$ cat config.mk
export PLATFORM = sky130hd
export DESIGN_NAME = clk_period_meter
export DESIGN_NICKNAME = d
export VERILOG_FILES = /design/src/rtl/clk_period_meter.sv
export SDC_FILE = /design/constraint.sdc
export NUM_CORES = 1
export LEC_CHECK = 0
export CAP_MARGIN = 5
export CORE_AREA = 4 4 86 88
export CTS_BUF_LIST = sky130_fd_sc_hd__clkbuf_8 sky130_fd_sc_hd__clkbuf_16
export CTS_CLUSTER_DIAMETER = 40
export DETAILED_ROUTE_END_ITERATION = 7
export DIE_AREA = 0 0 90 92
export GPL_TIMING_DRIVEN = 0
export MAX_ROUTING_LAYER = met4
export PLACE_DENSITY = 0.71
export SETUP_SLACK_MARGIN = 0.05
export SYNTH_ARGS = -nofsm -noshare
export SYNTH_HDL_FRONTEND = slang
export SYNTH_SLANG_ARGS = --single-unit
$ cat constraint.sdc
create_clock -name i_clk -period 2.7 [get_ports i_clk]
set_clock_uncertainty 0.2 [all_clocks]
set_input_delay 0.675 -clock i_clk [delete_from_list [all_inputs] [get_ports i_clk]]
set_output_delay 0.675 -clock i_clk [all_outputs]
set_load 0.03 [all_outputs]
$ cat src/rtl/clk_period_meter.sv
// Clock period / high-time meter.
// Measures i_meas_clk in i_clk cycles between synchronized rising edges.
module clk_period_meter #(
  parameter int P_CNT_WIDTH = 16,
  parameter int P_TIMEOUT   = 65535
) (
  input  logic                   i_clk,
  input  logic                   i_rst,
  input  logic                   i_meas_clk,
  input  logic                   i_en,
  output logic [P_CNT_WIDTH-1:0] o_period,
  output logic [P_CNT_WIDTH-1:0] o_high,
  output logic                   o_valid,
  output logic                   o_timeout
);

  localparam logic [P_CNT_WIDTH-1:0] TMO = P_CNT_WIDTH'(P_TIMEOUT);
  localparam logic [P_CNT_WIDTH-1:0] ONE = P_CNT_WIDTH'(1);

  typedef enum logic [1:0] {
    IDLE    = 2'd0,
    ARM     = 2'd1,
    MEASURE = 2'd2
  } state_t;

  state_t                 state;
  logic                   sync1;
  logic                   sync2;
  logic                   hist;
  logic                   rise_det;
  logic [P_CNT_WIDTH-1:0] per_cnt;
  logic [P_CNT_WIDTH-1:0] high_cnt;

  // Two-flop synchronizer plus one history flop for edge detection.
  always_ff @(posedge i_clk or posedge i_rst) begin
    if (i_rst) begin
      sync1 <= 1'b0;
      sync2 <= 1'b0;
      hist  <= 1'b0;
    end else begin
      sync1 <= i_meas_clk;
      sync2 <= sync1;
      hist  <= sync2;
    end
  end

  assign rise_det = sync2 & ~hist;

  // Measurement FSM; counters and outputs all registered here.
  always_ff @(posedge i_clk or posedge i_rst) begin
    if (i_rst) begin
      state     <= IDLE;
      per_cnt   <= '0;
      high_cnt  <= '0;
      o_period  <= '0;
      o_high    <= '0;
      o_valid   <= 1'b0;
      o_timeout <= 1'b0;
    end else begin
      o_valid <= 1'b0;
      if (!i_en) begin
        state    <= IDLE;
        per_cnt  <= '0;
        high_cnt <= '0;
      end else begin
        unique case (state)
          IDLE: begin
            state <= ARM;
          end
          ARM: begin
            if (rise_det) begin
              state    <= MEASURE;
              per_cnt  <= ONE;
              high_cnt <= ONE;
            end
          end
          MEASURE: begin
            if (rise_det) begin
              o_period  <= per_cnt;
              o_high    <= high_cnt;
              o_valid   <= 1'b1;
              o_timeout <= 1'b0;
              per_cnt   <= ONE;
              high_cnt  <= ONE;
            end else if (per_cnt == TMO) begin
              o_timeout <= 1'b1;
              state     <= ARM;
              per_cnt   <= '0;
              high_cnt  <= '0;
            end else begin
              per_cnt <= per_cnt + ONE;
              if (sync2) begin
                high_cnt <= high_cnt + ONE;
              end
            end
          end
          default: begin
            state <= IDLE;
          end
        endcase
      end
    end
  end

endmodule

==> results of run 1 <==
-- worst max-delay path by stage --
stage / from / to / depth (start not counted)
after floorplan: i_en / o_high[0] / 5
after global placement: i_en / o_period[5] / 6
after detailed placement: i_en / o_period[7] / 6
after CTS: i_en / o_period[14] / 5
after global routing: i_en / per_cnt[11] / 7
final: i_en / o_period[14] / 5
-- what timing repair did --
item,in CTS,in global routing
endpoints found under the setup margin,30,14
pin swaps,0,0
resized for setup,3,2
hold buffers,0,0
-- cell usage after synthesis (7+ instances only) --
library cell	n	area (um^2)
sky130_fd_sc_hd__nand2_1	24	90.1
sky130_fd_sc_hd__mux2_2	32	360
sky130_fd_sc_hd__nand4_1	11	68.8
sky130_fd_sc_hd__nor2_1	12	45.0
sky130_fd_sc_hd__inv_1	10	37.5
sky130_fd_sc_hd__a21oi_1	15	75.1
sky130_fd_sc_hd__nand3_1	19	95.1
sky130_fd_sc_hd__a31oi_1	7	43.8
sky130_fd_sc_hd__dfrtp_1	71	1780
sky130_fd_sc_hd__o21ai_0	26	130
sky130_fd_sc_hd__buf_2	9	45.0
sky130_fd_sc_hd__or3_1	9	56.3
-- per-layer routing --
layer	wire length, um	vias to the layer above
met5	0	-
met4	159	0
met3	367	12
met2	2950	65
met1	3290	1147
li1	-	1181
-- critical path, stage by stage --
cell and delay [ns]:
sky130_fd_sc_hd__clkdlybuf4s50_1 0.62, sky130_fd_sc_hd__and3b_2 0.28, sky130_fd_sc_hd__and2_1 0.34, sky130_fd_sc_hd__buf_2 0.31, sky130_fd_sc_hd__mux2_2 0.37
-- metrics by stage --
| stage | instances | instance area, um^2 | setup slack (ns) |
|---|---|---|---|
| final | 429 | 3950 | 0.139 |
| after detailed placement | 414 | 3700 | -0.393 |
| after floorplan | 296 | 3210 | 0.572 |
| after global placement | 413 | 3680 | -0.344 |
| after CTS | 429 | 3940 | 0.114 |
| after global routing | 429 | 3950 | 0.0523 |
-- layout make-up --
cell class                 count  area [um^2]  area share
sequential                    71         1780       0.450
multi-input combinational    203         1340       0.339
timing repair buffer          38          390      0.0989
clock buffer                  12          165      0.0418
tap                           80          100      0.0254
clock inverter                 4         76.3      0.0193
buffer                        11         60.1      0.0152
inverter                      10         41.3      0.0105
-- registers in the layout, indices dropped and copies added, names as in the netlist --
signal / cells
per_cnt: 16
sync1: 1
sync2: 1
o_period: 16
o_timeout: 1
hist: 1
state: 2
o_high: 16
o_valid: 1
high_cnt: 16
-- cells by family after synthesis --
family          synth area share
mux                        0.116
flops                      0.555
simple gates               0.163
fa+ha+maj                0.00781
buf+inv                   0.0293
compound gates             0.127
xor+xnor                 0.00274
-- power by group --
group | switching [mW] | internal (mW)
logic | 0.0668 | 0.0356
registers | 0.0137 | 1.08
clock network | 0.395 | 0.597
==> results_dict.tcl, run 1 <==
set metrics [dict create \
    status "finished, final reports clean" \
    synth_seq_cells 71 \
    worstSetupStartpointType "primary input" \
    timing_hold_violations_final 0 \
    mostFrequentLayoutCell "sky130_fd_sc_hd__dfrtp_1" \
    detailed_place_hpwl_um 4600 \
    floorplan.io_pins 38 \
    antenna_cells_inserted 0 \
    global_route_total_usage_across_every_layer 0.179 \
    worstReg2RegStart "per_cnt[0]" \
    worstPathMaxFanout 10 \
    max_freq_ghz 0.391 \
    gr-usage-met3 0.0402 \
    sequential_element_share_of_the_synthesized_area 0.555 \
    cp.arrival_ns 2.60 \
    power.ir.vdd_worst_uv 276 \
    critPathCaptureType "flip-flop" \
    first_iter_violations 170 \
    rr_endpoint "high_cnt[6]" \
    synth-async-reset-ratio 1.00 \
    post_synth.cell_area_avg_um2 10.8 \
    firstDrtPassIters 4 \
    clk_latency_worst_skew_pair_ns 0.35 \
    globalplace.congestion 0.872 \
    number_of_antenna_violations_at_the_first_check_in_global_routing 0 \
    port_buffers 37 \
    core_region_area_um2 6640 \
    start_util 0.482 \
    path_class_of_the_lowest_slack_min_delay_path "flip-flop to flip-flop" \
    finish.utilization 0.594 \
    p_per_area_nw_per_um2 553 \
    tritoncts "built" \
    num_rows 30 \
    min_from "sync1" \
    dominantRegCellSynth "sky130_fd_sc_hd__dfrtp_1" \
    num_vias 2405 \
    dieWidth_um 90 \
    h-tree-depth 3 \
    die_height_um 92 \
    p_total_mw 2.18 \
    drv_slew 0 \
    numClockSinks 71 \
    detail-route-antenna-nets 0 \
    tightest_slew_ns 0.699 \
    num-nets-final 350 \
    synthesis.nets 302 \
    die_area_um2 8280 \
    tritoncts.num_buffers 9 \
    critical_path_required_ns 2.74 \
    finalSetupViolCount 0 \
    synth.distinct_cells 40 \
    drive_above_1_share 0.192 \
    final.hold.worst_slack_ns 0.153 \
    grt_pass1_wl_um 11300 \
    grt_max_degree 41 \
    via_count_of_the_first_global_routing_pass 2324 \
    drt-wirelength-per-cell_um 15.8 \
    r2r.worst_path.cells 7 \
    busiest_layer "met2" \
    yosysWarningCount 0 \
    use_met1 0.246 \
    synthesis.instances 296 \
    min_period_ns 2.56 \
    number_of_drc_violations_after_detailed_routing 0 \
    slew-limit-headroom 0.533 \
    setup_total_negative_slack_ns 0 \
    grt_setup_unrepaired "no" \
    residual_overflow_from_global_routing 0 \
    layout-area-overhead-vs-synth_pct 23.3 \
    post-route-period-util 0.948 \
    synth_edf_count 0 \
    maxCapViolations 0 \
    cts.repair_timing.setup_buffer_count 0 \
    vias_per_cell 5.61 \
    clk_pin_slew_ns 0.07 \
    worstHoldPathCells 0 \
    timing.hold.worst_endpoint "sync2" \
    gr_util_met2 0.253 \
    reg2reg_setup_slack_ns 0.41 \
    leakage_nw 1.71 \
    nFillCells 543 \
    clock_path_buffers 2 \
    layout_common_cells "71 x sky130_fd_sc_hd__dfrtp_1, 37 x sky130_fd_sc_hd__clkdlybuf4s50_1, 32 x sky130_fd_sc_hd__mux2_2, 26 x sky130_fd_sc_hd__o21ai_0, 24 x sky130_fd_sc_hd__nand2_1" \
    route.final.wire_length_um 6770 \
    clock-root-buffer "sky130_fd_sc_hd__clkbuf_8" \
    critical_path_class "primary input to flip-flop" \
    netlist_area_um2 3200 \
]
Note: power is estimated with default switching activity, not from simulation.
==> inputs of run 2 (changes only) <==
--- a/config.mk
+++ b/config.mk
@@ -5,7 +5,6 @@
 export SDC_FILE = /design/constraint.sdc
 export NUM_CORES = 1
 export LEC_CHECK = 0
-export CAP_MARGIN = 5
 export CORE_AREA = 4 4 86 88
 export CTS_BUF_LIST = sky130_fd_sc_hd__clkbuf_8 sky130_fd_sc_hd__clkbuf_16
 export CTS_CLUSTER_DIAMETER = 40
==> results of run 2 <==
Same layout as run 1: the final DEF is identical, and so are final timing and power.
